===== src/rtl/switch_filter.sv =====
// Debounces one raw switch/button input: two-flop synchronizer followed by a
// stability-count FSM producing a registered level and one-cycle edge strobes.
module switch_filter #(
  parameter int unsigned STABLE_COUNT = 500000,
  parameter int unsigned CNT_W        = 20
) (
  input  logic clk,
  input  logic reset,
  input  logic sw_in,
  output logic sw_level,
  output logic sw_rise,
  output logic sw_fall
);

  localparam logic [CNT_W-1:0] CNT_LAST = CNT_W'(STABLE_COUNT - 1);
  localparam logic [CNT_W-1:0] CNT_ONE  = CNT_W'(1);

  typedef enum logic [1:0] {
    LOW       = 2'd0,
    WAIT_HIGH = 2'd1,
    HIGH      = 2'd2,
    WAIT_LOW  = 2'd3
  } state_t;

  logic             sync1;
  logic             sync2;
  state_t           state;
  state_t           state_n;
  logic [CNT_W-1:0] cnt;
  logic [CNT_W-1:0] cnt_n;
  logic             level_n;
  logic             rise_n;
  logic             fall_n;

  // Synchronizer and all registered state/outputs.
  always_ff @(posedge clk) begin
    if (!reset) begin
      sync1    <= 1'b0;
      sync2    <= 1'b0;
      state    <= LOW;
      cnt      <= '0;
      sw_level <= 1'b0;
      sw_rise  <= 1'b0;
      sw_fall  <= 1'b0;
    end else begin
      sync1    <= sw_in;
      sync2    <= sync1;
      state    <= state_n;
      cnt      <= cnt_n;
      sw_level <= level_n;
      sw_rise  <= rise_n;
      sw_fall  <= fall_n;
    end
  end

  // Next-state logic; any disagreeing sample in a WAIT state falls back to the stable state.
  always_comb begin
    state_n = state;
    cnt_n   = '0;
    level_n = sw_level;
    rise_n  = 1'b0;
    fall_n  = 1'b0;
    case (state)
      LOW: begin
        level_n = 1'b0;
        if (sync2) state_n = WAIT_HIGH;
      end
      WAIT_HIGH: begin
        level_n = 1'b0;
        if (!sync2) begin
          state_n = LOW;
        end else if (cnt == CNT_LAST) begin
          state_n = HIGH;
          level_n = 1'b1;
          rise_n  = 1'b1;
        end else begin
          cnt_n = cnt + CNT_ONE;
        end
      end
      HIGH: begin
        level_n = 1'b1;
        if (!sync2) state_n = WAIT_LOW;
      end
      WAIT_LOW: begin
        level_n = 1'b1;
        if (sync2) begin
          state_n = HIGH;
        end else if (cnt == CNT_LAST) begin
          state_n = LOW;
          level_n = 1'b0;
          fall_n  = 1'b1;
        end else begin
          cnt_n = cnt + CNT_ONE;
        end
      end
      default: begin
        state_n = LOW;
        level_n = 1'b0;
      end
    endcase
  end

endmodule

===== config.mk =====
export PLATFORM = sky130hd
export DESIGN_NAME = switch_filter
export DESIGN_NICKNAME = d
export VERILOG_FILES = /design/src/rtl/switch_filter.sv
export SDC_FILE = /design/constraint.sdc
export NUM_CORES = 1
export LEC_CHECK = 0
export CAP_MARGIN = 30
export CORE_UTILIZATION = 47
export CTS_BUF_LIST = sky130_fd_sc_hd__clkbuf_8 sky130_fd_sc_hd__clkbuf_16
export CTS_CLUSTER_DIAMETER = 200
export DETAILED_ROUTE_END_ITERATION = 7
export PLACE_DENSITY = 0.65
export SLEW_MARGIN = 30
export SYNTH_ARGS = -nofsm -noshare
export SYNTH_HDL_FRONTEND = slang
export SYNTH_SLANG_ARGS = --single-unit
export TNS_END_PERCENT = 5

===== constraint.sdc =====
create_clock -name clk -period 2.41 [get_ports clk]
set_clock_uncertainty 0.1 [all_clocks]
set_input_delay 0.482 -clock clk [delete_from_list [all_inputs] [get_ports clk]]
set_output_delay 0.482 -clock clk [all_outputs]
set_load 0.02 [all_outputs]

[Word level (Yosys, flattened, before mapping)]
Cells that the tools add are included.
Operators by class
  $add $sub $neg: 1
  multiply operators: 0
  divide/modulo/power cells: 0
  magnitude comparators: 0
  equal/unequal tests: 8
  shifts and indexed selects: 0
  mux-type cells: 16
  bitwise operators: 2
  reduce and logical (&&, ||, !) cells: 4
Operator list (count)
  20-bit two-way mux: 3
  20-bit one-hot mux with 2 select lines: 1
  20-bit by 1-bit adder with 20-bit output, second input constant: 1
  20-bit by 19-bit equality test with 1-bit output, second input constant: 1
  2-bit two-way mux: 6
  2-bit one-hot mux with 4 select lines: 1
  3-bit inequality test, second input constant: 2
  2-bit equality test, second input constant: 2
  1-bit two-way mux: 4
  2-bit inequality test, second input constant: 2
  1-bit one-hot mux with 4 select lines: 1
  4-bit AND reduction: 1
  3-bit OR reduction: 1
  2-bit by 1-bit equality test with 1-bit output, second input constant: 1
  2-bit zero test: 1
  1-bit inverter: 2
  2-bit AND reduction: 1
Word-level totals
  bits in registers: 27
  bits in latches: 0
  memory bits (writable): 0
  ROM bits: 0
  input bits: 3
  output and inout bits: 3
  logic and storage cells: 38
  memories: 0

[Logic depth before layout (Yosys ltp)]
  word-level depth: 4
  gate-level depth with buffers: 6

[Worst setup path before layout]
No wires, ideal clock.
  path kind: register -> register
  start: reg cnt[0]
  end: reg cnt[18]
  arrival time: 1.702 ns
  data required time: 2.240 ns
  setup slack: 0.538 ns
  stages on the path, launching flop included: 6
  period minus slack after synthesis: 1.872 ns
  cell sequence: dfxtp_1 -> ha_1 -> nand4_2 -> or4_1 -> or3_1 -> a21oi_1
Between the ends
  longest elaborated chain between the ends: 4
  elaborated cells between the ends (all ways): 6
RTL lines
  start: declaration: line 29  | logic [CNT_W-1:0] cnt;
  start signal: assignment: line 49  | cnt <= cnt_n;
  20-bit by 1-bit adder with 20-bit output / 20-bit by 19-bit equality test with 1-bit output (equally long branches)
  20-bit two-way mux (*): line 72, 88
  20-bit two-way mux (on tied branches): line 86, 70
  20-bit one-hot mux with 2 select lines (*): line 63  | case (state)
Every way passes the cells marked *; elsewhere a longest branch is shown, timed or not.
A chain may end at the register's enable or synchronous reset.

[Worst setup path in the final report]
Same ends and word-level chain as after synthesis.

==> results.md <==
- Outcome: finished clean
- Buffers and inverters on the worst path: 0
- Initial DRC Count: 12
- Share of layout cells above drive strength 1: under 10%
- Post-CTS Setup Inserts: 0
- Setup_tns: 0 ns
- DP Worst Slack: 0.362 ns
- Synth Area in Simple Gates: between 30% and 40%
- Syn Nets: 130
- Pwr Density: 547 mW/mm²
- Largest area contributor in the netlist: dfxtp_1
- TritonCTS Buffers: 3
- Reg2Reg Depth: 5
- Final hold violations: 0
- Clock Pin Slew Worst Setup and Hold Paths: 0.09 ns
- Routed vias: 887
- Core ar.: 0.00225 mm²
- CTS H-tree depth: 1
- Adder-cell area share of the yosys netlist: 1.08%
- Worst relative slew slack: 73.9%
- Post-synthesis mux area share: 1.73%
- Worst EP arrival: approximately 2.2 ns
- Detailed-route wire length: approximately 2000 µm
- CTS sink cnt: 27
- Routability cong.: 0.765
- I/O Buffers: 5
- Initial DRT Pass Iterations: 4
- Diodes inserted: 0
- Post-detail-place hpwl: ~1500 µm
- First-pass GRT wire length: 3570 µm
- Distinct cells, synth: 30
- Internal power: 566 µW
- Max Root-Sink Buffers: 2
- Clock power share: 35.2%
- Largest family of logic cells by synthesized area: simple AND/OR/NAND/NOR gates
- Placed Instance Area: between 0.001 and 0.0015 mm²
- Hold Buf Count CTS: 0
- Detail Route Antenna Nets: 0
- Mapped Area: between 0.001 and 0.0015 mm²
- Initial antenna violation count: 0
- Synth warnings: 0
- Chip Height: just over 50 µm
- Syn Area/Cell: a little over 9 µm²
- Vias per cell: roughly 5.5
- Top cells by area, synth: dfxtp_1 47%, xnor2_1 7.6%, nor2_1 6.5%, xor2_1 3.8%, nor4_1 3.2%
- Initial Utilization: roughly half
- Hold crit path type: reg -> reg
- Post-synthesis sequential area ratio: a little under half
- CP max FO: 5
- Largest net degree at the start of global routing: 15
- Vias in the first global route: 792
- Largest stage delay on the critical path: between 0.5 and 0.6 ns
- Fmax: slightly below 500 MHz
- Final setup vio count: 0
- Final setup margin: 0.333 ns
- CP Capture Type: flip-flop
- Req. time, crit path: around 2.5 ns
- Per-cell routed wire length: around 12 µm
- Fin crit share: 86.2%
- Die area: 0.00266 mm²
- MaxCap Viol Count: 0
- Pins over their slew limit: 0
- Slowest CP cell: or4_1
- Area Overhead vs Synth: 11.3%
- Yosys reg bits: 27
- GRT Residual Overflow: 0
- CP cell instances: ha_1 -> nand4_2 -> or4_1 -> or3_1 -> a21oi_1
- Synth top area share: 46.8%
- Compound-Gate Fraction of Synth Area: under 10%
- CTS tree: done
- Gate power share: 1.1%
- Hold path depth: 1
- Worst skew pair latency: 0.27 ns
- Family with the most delay on the worst path: simple AND/OR/NAND/NOR gates
- Final Net Count: 139
- Num ports: 6
- Site row count: 17
- Root Driver: clkbuf_8
- WP depth: 5
- Unrepaired setup endpoints after global routing: no
- Fillers: 216
- NetSw: 137 µW
- Die Width: around 52 µm
- Post-synthesis xor/xnor area fraction: 11.4%
- Final min period: 2.08 ns
- # resized after CTS: 0
- Sw Share: 19.5%
- Worst setup path class: reg -> reg
- Cell count after synthesis: roughly 130
- Worst slew pin tran: roughly 0.39 ns
- Worst setup SP type: flip-flop
- Hold WS: 0.341 ns
- Leak: 0.404 nW
- Peak supply drop: 0.306 mV
- Fin area: between 0.001 and 0.0015 mm²
- Tot Pwr: 704 µW
- Reg power frac: 63.8%
- Total GRT Usage: 18.2%
- Drt drc: 0
-- worst paths after layout --
path / start / endpoint / slack [ns]
setup reg to reg: cnt[0]$_SDFF_PN0_ / cnt[18]$_SDFF_PN0_ / 0.33
setup / recovery: cnt[0]$_SDFF_PN0_ / cnt[18]$_SDFF_PN0_ / 0.33
hold / removal: sync1$_SDFF_PN0_ / sync2$_SDFF_PN0_ / 0.34
hold reg to reg: sync1$_SDFF_PN0_ / sync2$_SDFF_PN0_ / 0.34
-- state kept, by name, summed over array words and instances, names as in the netlist, named ones only --
name / cells
sync1: 1
sync2: 1
sw_level: 1
sw_rise: 1
sw_fall: 1
state: 1
cnt: 20
-- area by class of cell --
class | count | area (µm²) | share of cell area [%]
Multi-Input combinational cell | 91 | 582 | 45.2
Sequential cell | 27 | 541 | 42.0
Timing Repair Buffer | 7 | 65.1 | 5.06
Clock buffer | 3 | 41.3 | 3.21
Tap cell | 28 | 35.0 | 2.72
Inverter | 5 | 18.8 | 1.46
Clock inverter | 1 | 3.75 | 0.292
-- layout by cell type, fill, tap and decap left out, types with 2 or more instances in the layout --
cell type        Yosys  routed
dfxtp_1             27      27
nor2_1              20      20
xnor2_1             10      10
nand2_1              8       8
nor4_1               6       6
inv_1                5       6
nand4_1              5       5
xor2_1               5       5
clkdlybuf4s50_1      0       5
nand3_1              4       4
o21ai_0              4       4
nor3_1               3       3
or3_1                3       3
clkbuf_8             0       3
or4_1                2       2
nor2b_1              2       2
mux2i_1              2       2
and3_1               2       2
and2_1               2       2
a21oi_2              2       2
buf_4                0       2
-- synthesized netlist by cell type --
| master | count |
|---|---|
| or4_1 | 2 |
| nor3_1 | 3 |
| nand2_1 | 8 |
| a21oi_1 | 1 |
| nand4_2 | 1 |
| and2_1 | 2 |
| nand4_1 | 5 |
| nand3_1 | 4 |
| buf_2 | 3 |
| nand2b_1 | 1 |
| or4_4 | 1 |
| inv_1 | 5 |
| nor4_1 | 6 |
| xor2_1 | 5 |
| xnor2_1 | 10 |
| dfxtp_1 | 27 |
| nand4_4 | 1 |
| mux2i_1 | 2 |
| nor2b_1 | 2 |
| nor3_2 | 1 |
| ha_1 | 1 |
| and4_1 | 1 |
| a21oi_2 | 2 |
| nand3_2 | 1 |
| and3_1 | 2 |
| o211a_1 | 1 |
| nor2_1 | 20 |
| o21ai_0 | 4 |
| o21ai_1 | 1 |
| or3_1 | 3 |
-- per-layer routing --
| metal | wire length [µm] | GRT usage (%) | vias up |
|---|---|---|---|
| met1 | 922 | 22.3 | 420 |
| li1 | - | - | 450 |
| met3 | 52 | 2.63 | 5 |
| met4 | 34 | 8.11 | 0 |
| met2 | 1010 | 31.4 | 12 |
| met5 | 0 | 0 | - |
-- power groups by stage --
| stage | Sequential [mW] | Combinational (mW) | Clock, mW |
|---|---|---|---|
| finish | 0.449 | 0.00758 | 0.247 |
| global route | 0.449 | 0.00899 | 0.274 |
| CTS | 0.449 | 0.00772 | 0.250 |
| detailed placement | 0.459 | 0.00765 | 0 |
| global placement | 0.459 | 0.00761 | 0 |
| floorplan | 0.459 | 0.00287 | 0 |
-- cells by family after synthesis --
family	Yosys count
buf+inv	8
compound gates	9
simple gates	64
xor+xnor	15
mux	2
flops	27
fa+ha+maj	1
-- per-stage QoR --
stage	cells	util, %
2_1_floorplan	126	-
3_3_place_gp	158	55.0
3_5_place_dp	158	55.0
4_1_cts	162	57.0
5_1_grt	162	57.0
6_report	162	57.0
No activity file was read; power rests on OpenSTA's default activity.
